--- src/rtl/pixel_compositor.sv ---
// Final video stage: re-aligns counter/background/sprite layers and syncs, resolves priority,
// applies a per-frame brightness fade. Fade logic present only with `PIXEL_COMPOSITOR_FADE_EN.
module pixel_compositor #(
    parameter int unsigned BG_LATENCY     = 4,
    parameter int unsigned SPRITE_LATENCY = 2,
    parameter logic [11:0] SPRITE_KEY     = 12'hF0F,
    parameter logic [11:0] BACKDROP       = 12'h000
) (
    input  logic        pixel_clk_in,
    input  logic        rst_in,
    input  logic [10:0] hcount_in,
    input  logic [9:0]  vcount_in,
    input  logic        hsync_in,
    input  logic        vsync_in,
    input  logic        blank_in,
    input  logic [11:0] counter_pixel_in,
    input  logic [11:0] bg_pixel_in,
    input  logic [11:0] sprite_pixel_in,
    input  logic        fade_out_in,
    input  logic        fade_in_in,
    output logic [11:0] rgb_out,
    output logic        hsync_out,
    output logic        vsync_out,
    output logic        blank_out,
    output logic        fade_busy_out,
    output logic        fade_done_out
);

    localparam int unsigned SPR_DLY = BG_LATENCY - SPRITE_LATENCY;

    logic [11:0]           cnt_dly [BG_LATENCY];
    logic [BG_LATENCY-1:0] hs_dly;
    logic [BG_LATENCY-1:0] vs_dly;
    logic [BG_LATENCY-1:0] bl_dly;
    logic [11:0]           spr_al;
    logic [11:0]           mix;
    logic [11:0]           scaled;

    always_ff @(posedge pixel_clk_in or posedge rst_in) begin
        if (rst_in) begin
            for (int unsigned i = 0; i < BG_LATENCY; i++) begin
                cnt_dly[i] <= '0;
            end
            hs_dly <= '1;
            vs_dly <= '1;
            bl_dly <= '1;
        end else begin
            cnt_dly[0] <= counter_pixel_in;
            hs_dly[0]  <= hsync_in;
            vs_dly[0]  <= vsync_in;
            bl_dly[0]  <= blank_in;
            for (int unsigned i = 1; i < BG_LATENCY; i++) begin
                cnt_dly[i] <= cnt_dly[i-1];
                hs_dly[i]  <= hs_dly[i-1];
                vs_dly[i]  <= vs_dly[i-1];
                bl_dly[i]  <= bl_dly[i-1];
            end
        end
    end

    generate
        if (SPR_DLY == 0) begin : g_spr_direct
            assign spr_al = sprite_pixel_in;
        end else begin : g_spr_delay
            logic [11:0] spr_dly [SPR_DLY];
            always_ff @(posedge pixel_clk_in or posedge rst_in) begin
                if (rst_in) begin
                    for (int unsigned i = 0; i < SPR_DLY; i++) begin
                        spr_dly[i] <= '0;
                    end
                end else begin
                    spr_dly[0] <= sprite_pixel_in;
                    for (int unsigned i = 1; i < SPR_DLY; i++) begin
                        spr_dly[i] <= spr_dly[i-1];
                    end
                end
            end
            assign spr_al = spr_dly[SPR_DLY-1];
        end
    endgenerate

    // bg_pixel_in is the slowest layer and arrives already aligned
    always_comb begin
        mix = BACKDROP;
        if (spr_al != SPRITE_KEY) begin
            mix = spr_al;
        end else if (bg_pixel_in != 12'h000) begin
            mix = bg_pixel_in;
        end else if (cnt_dly[BG_LATENCY-1] != 12'h000) begin
            mix = cnt_dly[BG_LATENCY-1];
        end
    end

`ifdef PIXEL_COMPOSITOR_FADE_EN
    typedef enum logic [1:0] {IDLE, FADE_OUT, DARK, FADE_IN} fade_state_t;

    fade_state_t state;
    logic [4:0]  level;
    logic        vsync_prev;
    logic        frame_tick;
    logic        unused_inputs;

    assign frame_tick    = vsync_prev & ~vsync_in;
    assign unused_inputs = ^{hcount_in, vcount_in};

    function automatic logic [3:0] scale(input logic [3:0] c, input logic [4:0] l);
        logic [7:0] p;
        p = 8'(c) * 8'(l);
        return 4'(p >> 4);
    endfunction

    // A request seen on a tick cycle only changes direction; stepping resumes next tick
    always_ff @(posedge pixel_clk_in or posedge rst_in) begin
        if (rst_in) begin
            state         <= IDLE;
            level         <= 5'd16;
            vsync_prev    <= 1'b1;
            fade_busy_out <= 1'b0;
            fade_done_out <= 1'b0;
        end else begin
            vsync_prev    <= vsync_in;
            fade_done_out <= 1'b0;
            unique case (state)
                IDLE: begin
                    if (fade_out_in) begin
                        state         <= FADE_OUT;
                        fade_busy_out <= 1'b1;
                    end
                end
                FADE_OUT: begin
                    if (fade_in_in && !fade_out_in) begin
                        state <= FADE_IN;
                    end else if (frame_tick) begin
                        level <= level - 5'd1;
                        if (level == 5'd1) begin
                            state         <= DARK;
                            fade_busy_out <= 1'b0;
                            fade_done_out <= 1'b1;
                        end
                    end
                end
                DARK: begin
                    if (fade_in_in && !fade_out_in) begin
                        state         <= FADE_IN;
                        fade_busy_out <= 1'b1;
                    end
                end
                FADE_IN: begin
                    if (fade_out_in) begin
                        state <= FADE_OUT;
                    end else if (frame_tick) begin
                        level <= level + 5'd1;
                        if (level == 5'd15) begin
                            state         <= IDLE;
                            fade_busy_out <= 1'b0;
                            fade_done_out <= 1'b1;
                        end
                    end
                end
                default: begin
                    state <= IDLE;
                end
            endcase
        end
    end

    assign scaled = {scale(mix[11:8], level), scale(mix[7:4], level), scale(mix[3:0], level)};
`else
    logic unused_inputs;

    assign unused_inputs = ^{hcount_in, vcount_in, fade_out_in, fade_in_in};
    assign scaled        = mix;
    assign fade_busy_out = 1'b0;
    assign fade_done_out = 1'b0;
`endif

    always_ff @(posedge pixel_clk_in or posedge rst_in) begin
        if (rst_in) begin
            rgb_out   <= '0;
            hsync_out <= 1'b1;
            vsync_out <= 1'b1;
            blank_out <= 1'b1;
        end else begin
            rgb_out   <= bl_dly[BG_LATENCY-1] ? 12'h000 : scaled;
            hsync_out <= hs_dly[BG_LATENCY-1];
            vsync_out <= vs_dly[BG_LATENCY-1];
            blank_out <= bl_dly[BG_LATENCY-1];
        end
    end

endmodule

--- config.mk ---
export PLATFORM = sky130hd
export DESIGN_NAME = pixel_compositor
export DESIGN_NICKNAME = d
export VERILOG_FILES = /design/src/rtl/pixel_compositor.sv
export SDC_FILE = /design/constraint.sdc
export NUM_CORES = 1
export LEC_CHECK = 0
export ABC_AREA = 1
export CAP_MARGIN = 20
export CORE_ASPECT_RATIO = 1.75
export CORE_MARGIN = 3
export CORE_UTILIZATION = 40
export DETAILED_ROUTE_END_ITERATION = 10
export PLACE_DENSITY = 0.68
export SLEW_MARGIN = 20
export SYNTH_ARGS = -nofsm -noshare
export SYNTH_HDL_FRONTEND = slang
export SYNTH_SLANG_ARGS = --single-unit
--- constraint.sdc ---
create_clock -name pixel_clk_in -period 3.4 [get_ports pixel_clk_in]
set_clock_uncertainty 0.15 [all_clocks]
set_input_delay 0.34 -clock pixel_clk_in [delete_from_list [all_inputs] [get_ports pixel_clk_in]]
set_output_delay 0.34 -clock pixel_clk_in [all_outputs]
set_load 0.005 [all_outputs]
# == Word level (Yosys, flattened, before mapping) ==
# Index checks and enable logic that the tools add are counted.
# totals
out_inout_bits,17
elab_cells,20
ff_bits,99
input_bits,64
# classes
muxes,4
reduce_logical,2
n_eq_ne,1
# op_table
op,n
$mux 12,4
$reduce_bool 12->1,2
$ne 12x12->1 const B,1

# == Depth between registers and ports, before layout ==
# logic_depth
ltp_word,5
ltp_mapped,7

# == Worst setup path after synthesis ==
# OpenSTA, ideal clock, no wires.
# synth_timing
path_kind,reg-to-reg
from,register g_spr_delay.spr_dly (netlist bit spr_al[5])
to,register rgb_out[10]
slack_ns,2.207
arrival_ns,0.921
setup_time_ns,0.122
path_stages_with_launch,6
n_path_buf,0
path_cell_list,dfrtp_1 nor2_1 and2_2 nand3_2 nor2_1 a21oi_1
# synth_between
elab_chain_cells,3
# synth_lines
item,line,rtl
start: declaration,65,logic [11:0] spr_dly [SPR_DLY];
start signal: indexed assignment,74,spr_dly[i] <= spr_dly[i-1];
$ne 12x12->1,85,if (spr_al != SPRITE_KEY) begin
$mux 12,85,
$mux 12,184,rgb_out <= bl_dly[BG_LATENCY-1] ? 12'h000 : scaled;
end signal: assignment,184,
end: declaration,21,"output logic [11:0] rgb_out,"
# Every way passes these cells.

# == Final worst setup path ==
# layout_timing
from,register vsync_out
to,output port vsync_out
# layout_rtl
item,line,rtl
start: declaration,23,"output logic vsync_out,"
start signal: assignment,186,vsync_out <= vs_dly[BG_LATENCY-1];
# No word-level cell between the ends.

==> impl_metrics.csv <==
group,metric,value,unit
sta,clock.fmax,550,MHz
clock_tree,clk_pin_slew,0.06,ns
sta,setup_viol,0,
routing,wire_per_inst,12.6,µm
layout,syn2layout_area_growth,32.1,%
routing,drtAntennaViolNets,0,
synthesis,postSynthAreaPerCell,15.1,µm²
routing,totalWireLength,4410,µm
synthesis,yosys.area.top_type,"dfrtp_1",
routing,post-route-drc-count,0,
synthesis,synth_seq_area_share,84.5,%
global_route,grt_use_total,11.9,%
setup_path,worst-path-buf-inv,1,
synthesis,synth.distinct_cells,18,
clock_tree,cts_max_level,3,
routing,drt_first_pass_iters,4,
setup_path,path_cells,"clkdlybuf4s50_1",
sta,period_share,53.5,%
floorplanning,die_h,120,µm
floorplanning,die_w,71.0,µm
clock_tree,cts.sinks,99,
sta,rsz0062_at_grt,"no",
synthesis,synth_compound_area_share,1.86,%
routing,vias,1520,
sta,slew_viol_final,0,
clock_tree,cts_hold_buf,0,
placed_design,portBuffers,55,
sta,setup-tns-final,0,ns
floorplanning,io_pins,81,
setup_path,crit_path_start,"vsync_out$_DFF_PP1_",
floorplanning,std_cell_rows,40,
sta,relSlewSlack,45.2,%
run,max_cap_viol_count,0,
routing,drt_iter0_drc,93,
clock_tree,clockBufferDepth,2,
setup_path,cp_top_family,"flip-flops",
synthesis,syn_inst,196,
pwr,p_leak,1.75,nW
setup_path,start_kind,"register",
clock_tree,cts_tree,"done",
setup_path,worstSetupPathType,"register to primary output",
floorplanning,die_area,8490,µm²
clock_tree,postCtsSetupBuffers,0,
setup_path,r2r_start,"spr_al[5]$_DFF_PP0_",
setup_path,path_max_fanout,1,
setup_path,crit_required,2.91,ns
clock_tree,root_buffer,"clkbuf_16",
synthesis,synth_top_family_by_area,"simple AND/OR/NAND/NOR gates",
setup_path,critPathMaxStageDelay,0.51,ns
synthesis,ys_warn_count,0,
run_status,outcome,"complete, no violations",
routing,vias_per_cell,4.33,
setup_path,crit_path_end_kind,"primary output",
layout,drive_gt1_share,15.0,%
global_route,grt_pass1_vias,1612,
global_route,overflow,0,
synthesis,synth_area,2950,µm²
worst_hold_path,min_path_type,"register to register",
placed_design,place_hpwl,3070,µm
global_route,grt_max_degree,75,
setup_path,cp_slowest_cell,"dfstp_2",
floorplanning,start_util,42.1,%
global_route,grt_first_pass_wirelength,7410,µm
layout,final_nets,326,
pwr,p_per_area,600,nW/µm²
floorplanning,core_area,7010,µm²
clock_tree,cts_resized,0,
synthesis,synth-xor-area-share,0,%
worst_hold_path,hp-start,"cnt_dly[28]$_DFF_PP0_",
clock_tree,tritoncts.num_buffers,9,
sta,worst_slew_pin_slew,0.821,ns
layout,antenna_cells,0,
placed_design,gp_congestion,0.786,
global_route,antenna_found_initial,0,
synthesis,synth-simple-area-share,10.9,%
synthesis,ys_ff_latch,99,
sta,min_period,1.82,ns
synthesis,synth-adder-area-share,0,%
sta,hold_slack,0.187,ns
clock_tree,clk_latency,0.33,ns
synthesis,synth_top_area_share,71.2,%
pwr,irDropWorstVdd,0.362,mV
sta,finalHoldViolations,0,
synthesis,synthTopCellsByArea,"dfrtp_1, dfstp_2, nor2_1, nand2_1, inv_1",
synthesis,synthMuxAreaShare,0,%
setup_path,arrival,1.33,ns
==> cell type report <==
cell class              instances  area, µm²
clock buffers                  13        250
clock inverters                 3       40.0
fillers                       580       3110
inverters                      15       58.8
multi-input cells              80        384
flip-flops and latches         99       2500
well taps                      84        105
repair buffers                 57        566
==> synth_stat cells <==
cell type	instances
dfrtp_1	84
nor2_1	26
nand2_1	18
dfstp_2	15
inv_1	15
nand3_1	10
a21oi_1	7
nand4_1	4
o21ai_0	4
nor2_4	3
buf_4	2
nor2_2	2
and2_2	1
buf_2	1
conb_1	1
nand2_2	1
nand2_4	1
nand3_2	1
==> per-layer routing <==
metal | share of wire (%) | vias to the layer above | wire (µm) | global-route usage (%)
met3 | 5.0 | 11 | 219 | 2.51
li1 | - | 736 | - | -
met5 | 0 | - | 0 | 0
met4 | 2.9 | 0 | 129 | 9.53
met2 | 57 | 38 | 2530 | 20.7
met1 | 35 | 735 | 1530 | 11.9
==> layout by cell type (no fill, tap or decap), types with 4 or more instances in the layout <==
master	instances
nor2_1	26
inv_1	14
nand2_1	18
a21oi_1	7
dfrtp_1	84
clkdlybuf4s50_1	55
nand3_1	10
dfstp_2	15
nand4_1	4
clkbuf_16	9
o21ai_0	4
==> stage by stage <==
stage	worst slack, ns	power, mW	utilization (%)	cells	area (µm²)
floorplan	0.344	1.32	-	197	2960
global placement	1.60	1.39	51.5	335	3610
detailed placement	1.56	1.40	51.5	335	3610
CTS	1.56	2.37	55.7	351	3900
global route	1.55	2.44	55.7	351	3900
finish	1.58	2.34	55.7	351	3900
==> cell families (layout without fill, tap and decap cells) <==
kind of cell    count (synthesis)  in the layout
compound gates                 11             11
buf+inv                        18             88
flops                          99             99
other cells                     1              2
simple gates                   67             67
==> sequential cells by signal (all words and copies together) (netlist names) <==
signal,count
cnt_dly,48
g_spr_delay.spr_dly,12
rgb_out,12
spr_al,12
bl_dly,4
hs_dly,4
vs_dly,4
blank_out,1
hsync_out,1
vsync_out,1
==> where the power goes <==
part           leakage, nW  internal [mW]  total, mW  switching, mW
clock                0.144          0.588      0.962          0.374
sequential            1.15           1.24       1.26         0.0187
combinational        0.456         0.0639      0.113         0.0490
==> path summary, 6_finish.rpt <==
kind	end	slack [ns]	depth (start not counted)
worst min register to register	cnt_dly[16]$_DFF_PP0_	0.19	0
worst min-delay path	cnt_dly[16]$_DFF_PP0_	0.19	0
max in group asynchronous	cnt_dly[7]$_DFF_PP0_	2.01	3
worst max register to register	rgb_out[10]$_DFF_PP0_	1.94	5
worst max-delay path	vsync_out	1.58	1
min in group asynchronous	cnt_dly[43]$_DFF_PP0_	0.39	2
No activity file was read; power rests on OpenSTA's default activity.
